## config.mk

```make
export PLATFORM = sky130hd
export DESIGN_NAME = cache_tag_ctrl
export DESIGN_NICKNAME = d
export VERILOG_FILES = /design/src/rtl/cache_tag_ctrl.sv
export SDC_FILE = /design/constraint.sdc
export NUM_CORES = 1
export LEC_CHECK = 0
export CORE_UTILIZATION = 51
export DETAILED_ROUTE_END_ITERATION = 12
export HOLD_SLACK_MARGIN = 0.05
export PLACE_DENSITY = 0.74
export SYNTH_ARGS = -nofsm -noshare
export SYNTH_HDL_FRONTEND = slang
export SYNTH_SLANG_ARGS = --single-unit
```

## constraint.sdc

```tcl
create_clock -name clk_i -period 7 [get_ports clk_i]
set_input_delay 1.75 -clock clk_i [delete_from_list [all_inputs] [get_ports clk_i]]
set_output_delay 1.75 -clock clk_i [all_outputs]
set_load 0.05 [all_outputs]
```

## src/rtl/cache_tag_ctrl.sv

```systemverilog
// cache_tag_ctrl: tag store, age-based LRU tracker and read-miss fill sequencer
// for a 4-way fully associative, write-through, no-write-allocate cache.
module cache_tag_ctrl #(
  parameter int unsigned ADDR_W   = 20,
  parameter int unsigned OFFSET_W = 4
) (
  input  logic              clk_i,
  input  logic              rsn_i,
  input  logic              rd_en_i,
  input  logic [ADDR_W-1:0] read_addr_i,
  input  logic              wr_en_i,
  input  logic [ADDR_W-1:0] write_addr_i,
  input  logic              mem_data_ready_i,
  output logic              mem_req_o,
  output logic [ADDR_W-1:0] mem_addr_o,
  output logic              read_hit_o,
  output logic              read_miss_o,
  output logic [1:0]        read_hit_way_o,
  output logic              write_hit_o,
  output logic [1:0]        write_hit_way_o,
  output logic [1:0]        lru_way_o,
  output logic              stall_o
);

  localparam int unsigned TAG_W  = ADDR_W - OFFSET_W;
  localparam int unsigned N_WAYS = 4;
  localparam int unsigned WAY_W  = 2;

  typedef enum logic [0:0] {
    ST_IDLE      = 1'b0,
    ST_MISS_WAIT = 1'b1
  } state_t;

  state_t state_q, state_d;

  // Per-way storage; ages are kept as a permutation of 0..N_WAYS-1.
  logic [N_WAYS-1:0] valid_q;
  logic [TAG_W-1:0]  tag_q [N_WAYS];
  logic [WAY_W-1:0]  age_q [N_WAYS];
  logic [WAY_W-1:0]  age_d [N_WAYS];

  // Miss context captured when leaving IDLE.
  logic [TAG_W-1:0]  ltag_q;
  logic [WAY_W-1:0]  vic_q;

  logic [TAG_W-1:0]  rd_tag;
  logic [TAG_W-1:0]  wr_tag;
  logic              rhit;
  logic              whit;
  logic [WAY_W-1:0]  rway;
  logic [WAY_W-1:0]  wway;
  logic [WAY_W-1:0]  vic_c;
  logic              latch_miss;
  logic              fill;
  logic              upd;
  logic [WAY_W-1:0]  upd_way;

  // Offset bits never take part in tag matching.
  logic unused_offsets;
  assign unused_offsets = ^{read_addr_i[OFFSET_W-1:0], write_addr_i[OFFSET_W-1:0]};

  assign rd_tag = read_addr_i[ADDR_W-1:OFFSET_W];
  assign wr_tag = write_addr_i[ADDR_W-1:OFFSET_W];

  // Tag lookup for both request ports; at most one way can match.
  always_comb begin
    rhit = 1'b0;
    whit = 1'b0;
    rway = '0;
    wway = '0;
    for (int i = 0; i < int'(N_WAYS); i++) begin
      if (valid_q[i] && (tag_q[i] == rd_tag)) begin
        rhit = 1'b1;
        rway = WAY_W'(i);
      end
      if (valid_q[i] && (tag_q[i] == wr_tag)) begin
        whit = 1'b1;
        wway = WAY_W'(i);
      end
    end
  end

  assign read_hit_o      = rd_en_i & rhit;
  assign read_miss_o     = rd_en_i & ~rhit;
  assign read_hit_way_o  = rway;
  assign write_hit_o     = wr_en_i & whit;
  assign write_hit_way_o = wway;

  // Victim: lowest invalid way if any, otherwise the oldest way.
  always_comb begin
    vic_c = '0;
    for (int i = 0; i < int'(N_WAYS); i++) begin
      if (age_q[i] == WAY_W'(N_WAYS - 1)) begin
        vic_c = WAY_W'(i);
      end
    end
    // Descending scan so the lowest invalid index is the last one written.
    for (int i = int'(N_WAYS) - 1; i >= 0; i--) begin
      if (!valid_q[i]) begin
        vic_c = WAY_W'(i);
      end
    end
  end

  // Next-state and miss-controller outputs.
  always_comb begin
    state_d    = state_q;
    mem_req_o  = 1'b0;
    mem_addr_o = '0;
    stall_o    = 1'b0;
    lru_way_o  = vic_c;
    latch_miss = 1'b0;
    fill       = 1'b0;
    unique case (state_q)
      ST_IDLE: begin
        stall_o = read_miss_o;
        if (read_miss_o) begin
          latch_miss = 1'b1;
          state_d    = ST_MISS_WAIT;
        end
      end
      ST_MISS_WAIT: begin
        mem_req_o  = 1'b1;
        mem_addr_o = {ltag_q, OFFSET_W'(0)};
        stall_o    = 1'b1;
        lru_way_o  = vic_q;
        if (mem_data_ready_i) begin
          fill    = 1'b1;
          state_d = ST_IDLE;
        end
      end
      default: state_d = ST_IDLE;
    endcase
  end

  // Single LRU touch per cycle: fill beats read hit beats store hit.
  always_comb begin
    upd     = 1'b1;
    upd_way = '0;
    if (fill) begin
      upd_way = vic_q;
    end else if (read_hit_o) begin
      upd_way = rway;
    end else if (write_hit_o) begin
      upd_way = wway;
    end else begin
      upd = 1'b0;
    end
  end

  // Ages younger than the touched way slide back by one; touched way becomes MRU.
  always_comb begin
    for (int j = 0; j < int'(N_WAYS); j++) begin
      age_d[j] = age_q[j];
      if (upd) begin
        if (WAY_W'(j) == upd_way) begin
          age_d[j] = '0;
        end else if (age_q[j] < age_q[upd_way]) begin
          age_d[j] = age_q[j] + WAY_W'(1);
        end
      end
    end
  end

  // State, tag store and miss context registers.
  always_ff @(posedge clk_i) begin
    if (rsn_i) begin
      state_q <= ST_IDLE;
      valid_q <= '0;
      ltag_q  <= '0;
      vic_q   <= '0;
      for (int i = 0; i < int'(N_WAYS); i++) begin
        tag_q[i] <= '0;
        age_q[i] <= WAY_W'(i);
      end
    end else begin
      state_q <= state_d;
      for (int i = 0; i < int'(N_WAYS); i++) begin
        age_q[i] <= age_d[i];
      end
      if (latch_miss) begin
        ltag_q <= rd_tag;
        vic_q  <= vic_c;
      end
      if (fill) begin
        valid_q[vic_q] <= 1'b1;
        tag_q[vic_q]   <= ltag_q;
      end
    end
  end

endmodule
```

# After elaboration in Yosys (flattened, before gate mapping)
# Memory sizes are Yosys's and may differ from the RTL's.
# Index checks and enable logic that the tools add are counted.
[totals]
register_bits = 23
ram_bits = 72
in_bits = 45
elab_cells = 115
memories = 2
[op_classes]
n_addsub = 4
order_cmp = 6
eq_ne = 14
muxes = 64
bitwise = 10
n_reduce_logical = 11
[memory_table]
columns = ["name", "words", "width", "rd", "rd_ports_with_merged_regs", "write_ports", "line_no", "source"]
rows = [
  ["tag_q", 4, 16, 4, 0, 4, "38", "logic [TAG_W-1:0] tag_q [N_WAYS];"],
  ["age_q", 4, 2, 5, 0, 4, "39", "logic [WAY_W-1:0] age_q [N_WAYS];"],
]
[op_table]
columns = ["operator", "n"]
rows = [
  ["16-bit == test", 8],
  ["2-bit 2-to-1 mux", 31],
  ["1-bit 2-to-1 mux", 28],
  ["20-bit 2-to-1 mux", 1],
  ["16-bit 2-to-1 mux", 1],
  ["16-bit OR reduction", 1],
  ["1-bit logical AND", 9],
  ["2-bit by 1-bit adder with 2-bit output (second input constant)", 4],
  ["2-bit less-than comparator", 4],
  ["2-bit == test (second input constant)", 3],
  ["2-bit == test (first input constant)", 2],
  ["1-bit OR", 4],
  ["4-bit OR", 1],
  ["1-bit case mux with 2 select lines", 2],
  ["1-bit bitwise AND", 3],
  ["2-bit by 3-bit less-than comparator with 1-bit output (second input constant)", 1],
  ["1-bit demux with 2-bit select", 1],
  ["1-bit by 2-bit == test with 1-bit output (first input constant)", 1],
  ["2-bit by 1-bit >= comparator with 1-bit output (second input constant)", 1],
  ["2-bit zero test", 1],
  ["1-bit NOT", 2],
]

# Depth between registers and ports, before layout
# An unclocked memory read counts as a cell.
[logic_depth]
ltp_word = 17
mapped_depth = 13
ltp_nobuf = 11

# Least setup slack after synthesis
# Ideal clock, no wire load.
[synth_path]
kind = "in2out"
start = "in read_addr_i[19]"
end = "out read_hit_o"
t_arrival_ps = 4104
path_slack_ps = 1146
stages = 7
path_buffers = 1
cell_sequence = "clkbuf_1 xor2_1 nor4_1 nand4_1 o22ai_1 o21ai_1 inv_1"
[synth_via]
elab_chain_cells = 7
word_cells_on_any_way = 13
[synth_lines]
columns = ["item", "line_no", "source"]
rows = [
  ["start: declaration", "10", "input logic [ADDR_W-1:0] read_addr_i,"],
  ["16-bit == test", "72", "if (valid_q[i] && (tag_q[i] == rd_tag)) begin"],
  ["1-bit logical AND", "72", ""],
  ["1-bit 2-to-1 mux (3 in series)", "72", ""],
  ["1-bit 2-to-1 mux (*)", "72", ""],
  ["1-bit bitwise AND (*)", "83", "assign read_hit_o = rd_en_i & rhit;"],
  ["end: declaration", "16", "output logic read_hit_o,"],
]
# Mark *: on every way between the ends. The rest lies on a longest branch, timed or not.

# Worst setup path after layout
[layout_path]
start = "in read_addr_i[6]"
end = "out read_hit_o"
# Same word-level chain as after synthesis.

==> metrics.md <==
| Metric | Value |
|---|---|
| Clock Pin Slew Worst Setup and Hold Paths | 0.07 ns |
| Top post-synthesis cells by area | edfxtp_1, dfxtp_1, xor2_1 |
| P per Cell Area | 198 nW/um^2 |
| Clk Latency, worst-skew pair | 0.36 ns |
| Via count | 4647 |
| Multi-input logic area | 3260 um^2 |
| DRT Pass-1 Iters | 5 |
| N_diodes | 0 |
| Register area | 2540 um^2 |
| Final hold vios | 0 |
| Status | completed |
| Fin crit period | 6.50 ns |
| Starting Density | 0.525 |
| Worst Hold Class | register to register |
| Slew headroom | 0.226 |
| GRT overflow | 0 |
| CTS H-tree lvls | 3 |
| RSZ-0062 raised after global routing | false |
| Syn_area_per_cell | 9.97 um^2 |
| First-pass GRT wire length | 26900 um |
| Hold buffer count at cts | 0 |
| Hpwl dp | 14300 um |
| Synth Warn # | 0 |
| DRT Wirelength | 18700 um |
| CP cell instances | clkdlybuf4s50_1 -> xor2_1 -> nor4_1 -> nand4_1 -> o22ai_1 -> o21ai_1 -> inv_1 -> clkdlybuf4s50_1 |
| # DRC | 0 |
| Die X | 110 um |
| Crit-path max FO | 5 |
| Worst VDD drop | 160 uV |
| Fmax | 154 MHz |
| Vias in the first global route | 4307 |
| TritonCTS clock tree | built |
| Critical Path End Type | primary output |
| Total GRT Usage | 0.324 |
| I/O Pins | 76 |
| Layout area overhead | 17.2% |
| Initial antenna violation count | 0 |
| Top cell by count, worst path | clkdlybuf4s50_1 |
| Startpoint types | input port |
| Final net count | 696 |
| Setup violations, final | 0 |
| Slowest CP cell | clkdlybuf4s50_1 |
| Reg2Reg Setup Slack | 3.12 ns |
| CORE AREA | 11400 um^2 |
| Crit path DAT | 4.75 ns |
| Post-Route Setup TNS | 0 ns |
| Post-CTS setup buffers | 0 |
| Sequential-to-total area share from yosys stat | 0.424 |
| GR Util met1 | 0.422 |
| Per-cell routed wire length | 23.5 um |
| Total Power | 1.39 mW |
| Layout cells sized above 1 | 0.0613 |
| Kind of critical path | input port to primary output |
| Synthesized netlist cell count | 601 |
| 1st-iter DRT viols | 365 |
| Period utilisation layout | 0.929 |
| Max-slew violation count | 0 |
| Post-Route Utilization | 0.615 |
| Largest area contributor in the netlist | edfxtp_1 |
| Most frequent cell after synthesis | and2_1 |
| Post-synth EDFFs | 64 |
| Primary FF master, synth | edfxtp_1 |
| Die extent in y | 110 um |
| Clk root buf | clkbuf_16 |
| Top cells by count, synth | and2_1, xor2_1, edfxtp_1 |
| Pin count of the biggest net entering global routing | 28 |
| Syn Std Cell Area | 5990 um^2 |
| Full die area | 12200 um^2 |
| Port-buffer cells | 63 |
| Clk buf depth | 2 |
| PostCTS Resize Cnt | 0 |
| Routability cong. | 0.986 |
| FILL cells | 967 |
| Clock skew | 0.00992 ns |
| Static Leak | 2.61 nW |
| Total CTS buffers | 9 |
| Post-synthesis register bit count | 95 |
| Routed vias/inst | 5.84 |
| Synth cell types | 61 |
| Worst endpoint required time | 5.25 ns |
| Hold_ws | 0.518 ns |
| Slowest stage delay, CP | 0.79 ns |
| GRT met2 Usage | 0.529 |
| Tightest Pin Transition | 1.16 ns |
| Max-cap violations | 0 |
| Ys async rst share | 0 |
| Remaining antenna violation count after routing | 0 |
| Gr busiest metal | met2 |
| CTS sink cnt | 95 |
| Row count | 39 |
| Yosys top cell area share | 0.321 |
| GR Util met3 | 0.0611 |
[final cells by class]
type / count / share of cell area
multi-input cells: 456 / 0.464
flip-flops and latches: 95 / 0.362
repair buffers: 71 / 0.0983
clock buffers: 10 / 0.0326
well taps: 143 / 0.0255
clock inverters: 6 / 0.00980
inverters: 15 / 0.00802
[where the power goes]
| part | switching, mW | total [mW] | internal [mW] |
|---|---|---|---|
| registers | 0.0310 | 0.653 | 0.622 |
| logic | 0.143 | 0.230 | 0.0871 |
| clock network | 0.226 | 0.504 | 0.278 |
[registers in the layout, indices dropped and copies added (netlist names)]
name and count:
tag_q 64, ltag_q 16, age_q 8, valid_q 4, vic_q 2, state_q 1
[metal layers]
layer  share of wire  wire length, um
met2            0.48             9030
met1            0.43             8010
met3           0.061             1130
met4           0.028              520
met5               0                0
[worst max-delay path: cells and delay by family]
kind | cells | cell delay (ns)
AO/OA/AOI/OAI | 2 | 0.68
XOR/XNOR | 1 | 0.25
buffers and inverters | 3 | 1.43
AND/OR/NAND/NOR | 2 | 0.63
[logic make-up after synthesis]
logic type                 count (synthesis)  share of synthesized area
other                                      1                   0.000626
buffers and inverters                     53                     0.0359
AOI/OAI and AO/OA                         51                     0.0656
xor gates and xnor gates                 128                      0.187
adders and majority gates                  4                    0.00815
DFF                                       95                      0.424
muxes                                     24                     0.0407
and+or+nand+nor                          245                      0.237
[through the flow]
| stage | cell area (um^2) | std cells | worst slack [ns] |
|---|---|---|---|
| floorplan | 6000 | 604 | 1.15 |
| global placement | 6730 | 780 | 0.532 |
| detailed placement | 6730 | 780 | 0.549 |
| CTS | 7020 | 796 | 0.540 |
| global route | 7020 | 796 | 0.303 |
| finish | 7020 | 796 | 0.500 |
[cells in the final DEF, fill, tap and decap left out, drive strengths merged, types with 2 or more instances in the layout]
| cell | Yosys | routed |
|---|---|---|
| and2 | 82 | 82 |
| xor2 | 69 | 69 |
| edfxtp | 64 | 64 |
| clkdlybuf4s50 | 0 | 63 |
| xnor2 | 59 | 59 |
| nor2 | 36 | 36 |
| dfxtp | 31 | 31 |
| nand2 | 27 | 27 |
| nor4 | 24 | 24 |
| mux2i | 21 | 21 |
| nand4 | 16 | 16 |
| inv | 15 | 16 |
| clkbuf | 32 | 10 |
| o21ai | 10 | 10 |
| nand3 | 9 | 9 |
| nor4b | 9 | 9 |
| and3 | 8 | 8 |
| buf | 6 | 8 |
| nor3 | 8 | 8 |
| a21oi | 7 | 7 |
| a31oi | 6 | 6 |
| nand2b | 5 | 5 |
| or4 | 5 | 5 |
| nor3b | 4 | 4 |
| conb | 1 | 4 |
| clkinvlp | 0 | 4 |
| o22ai | 4 | 4 |
| or2 | 3 | 3 |
| a22oi | 3 | 3 |
| mux2 | 3 | 3 |
| a21o | 3 | 3 |
| ha | 3 | 3 |
| nor2b | 2 | 2 |
| and4b | 2 | 2 |
| or4b | 2 | 2 |
| o211ai | 2 | 2 |
| a22o | 2 | 2 |
| o41ai | 2 | 2 |
[worst paths after layout]
| kind | start | endpoint | depth (start not counted) |
|---|---|---|---|
| setup / recovery | read_addr_i[6] | read_hit_o | 8 |
| hold / removal | age_q[1][0]$_SDFFE_PP1P_ | age_q[1][0]$_SDFFE_PP1P_ | 2 |
| setup reg to reg | state_q$_SDFF_PP0_ | age_q[2][1]$_SDFFE_PP1P_ | 10 |
| hold reg to reg | age_q[1][0]$_SDFFE_PP1P_ | age_q[1][0]$_SDFFE_PP1P_ | 2 |
No activity file was read; power rests on OpenSTA's default activity.
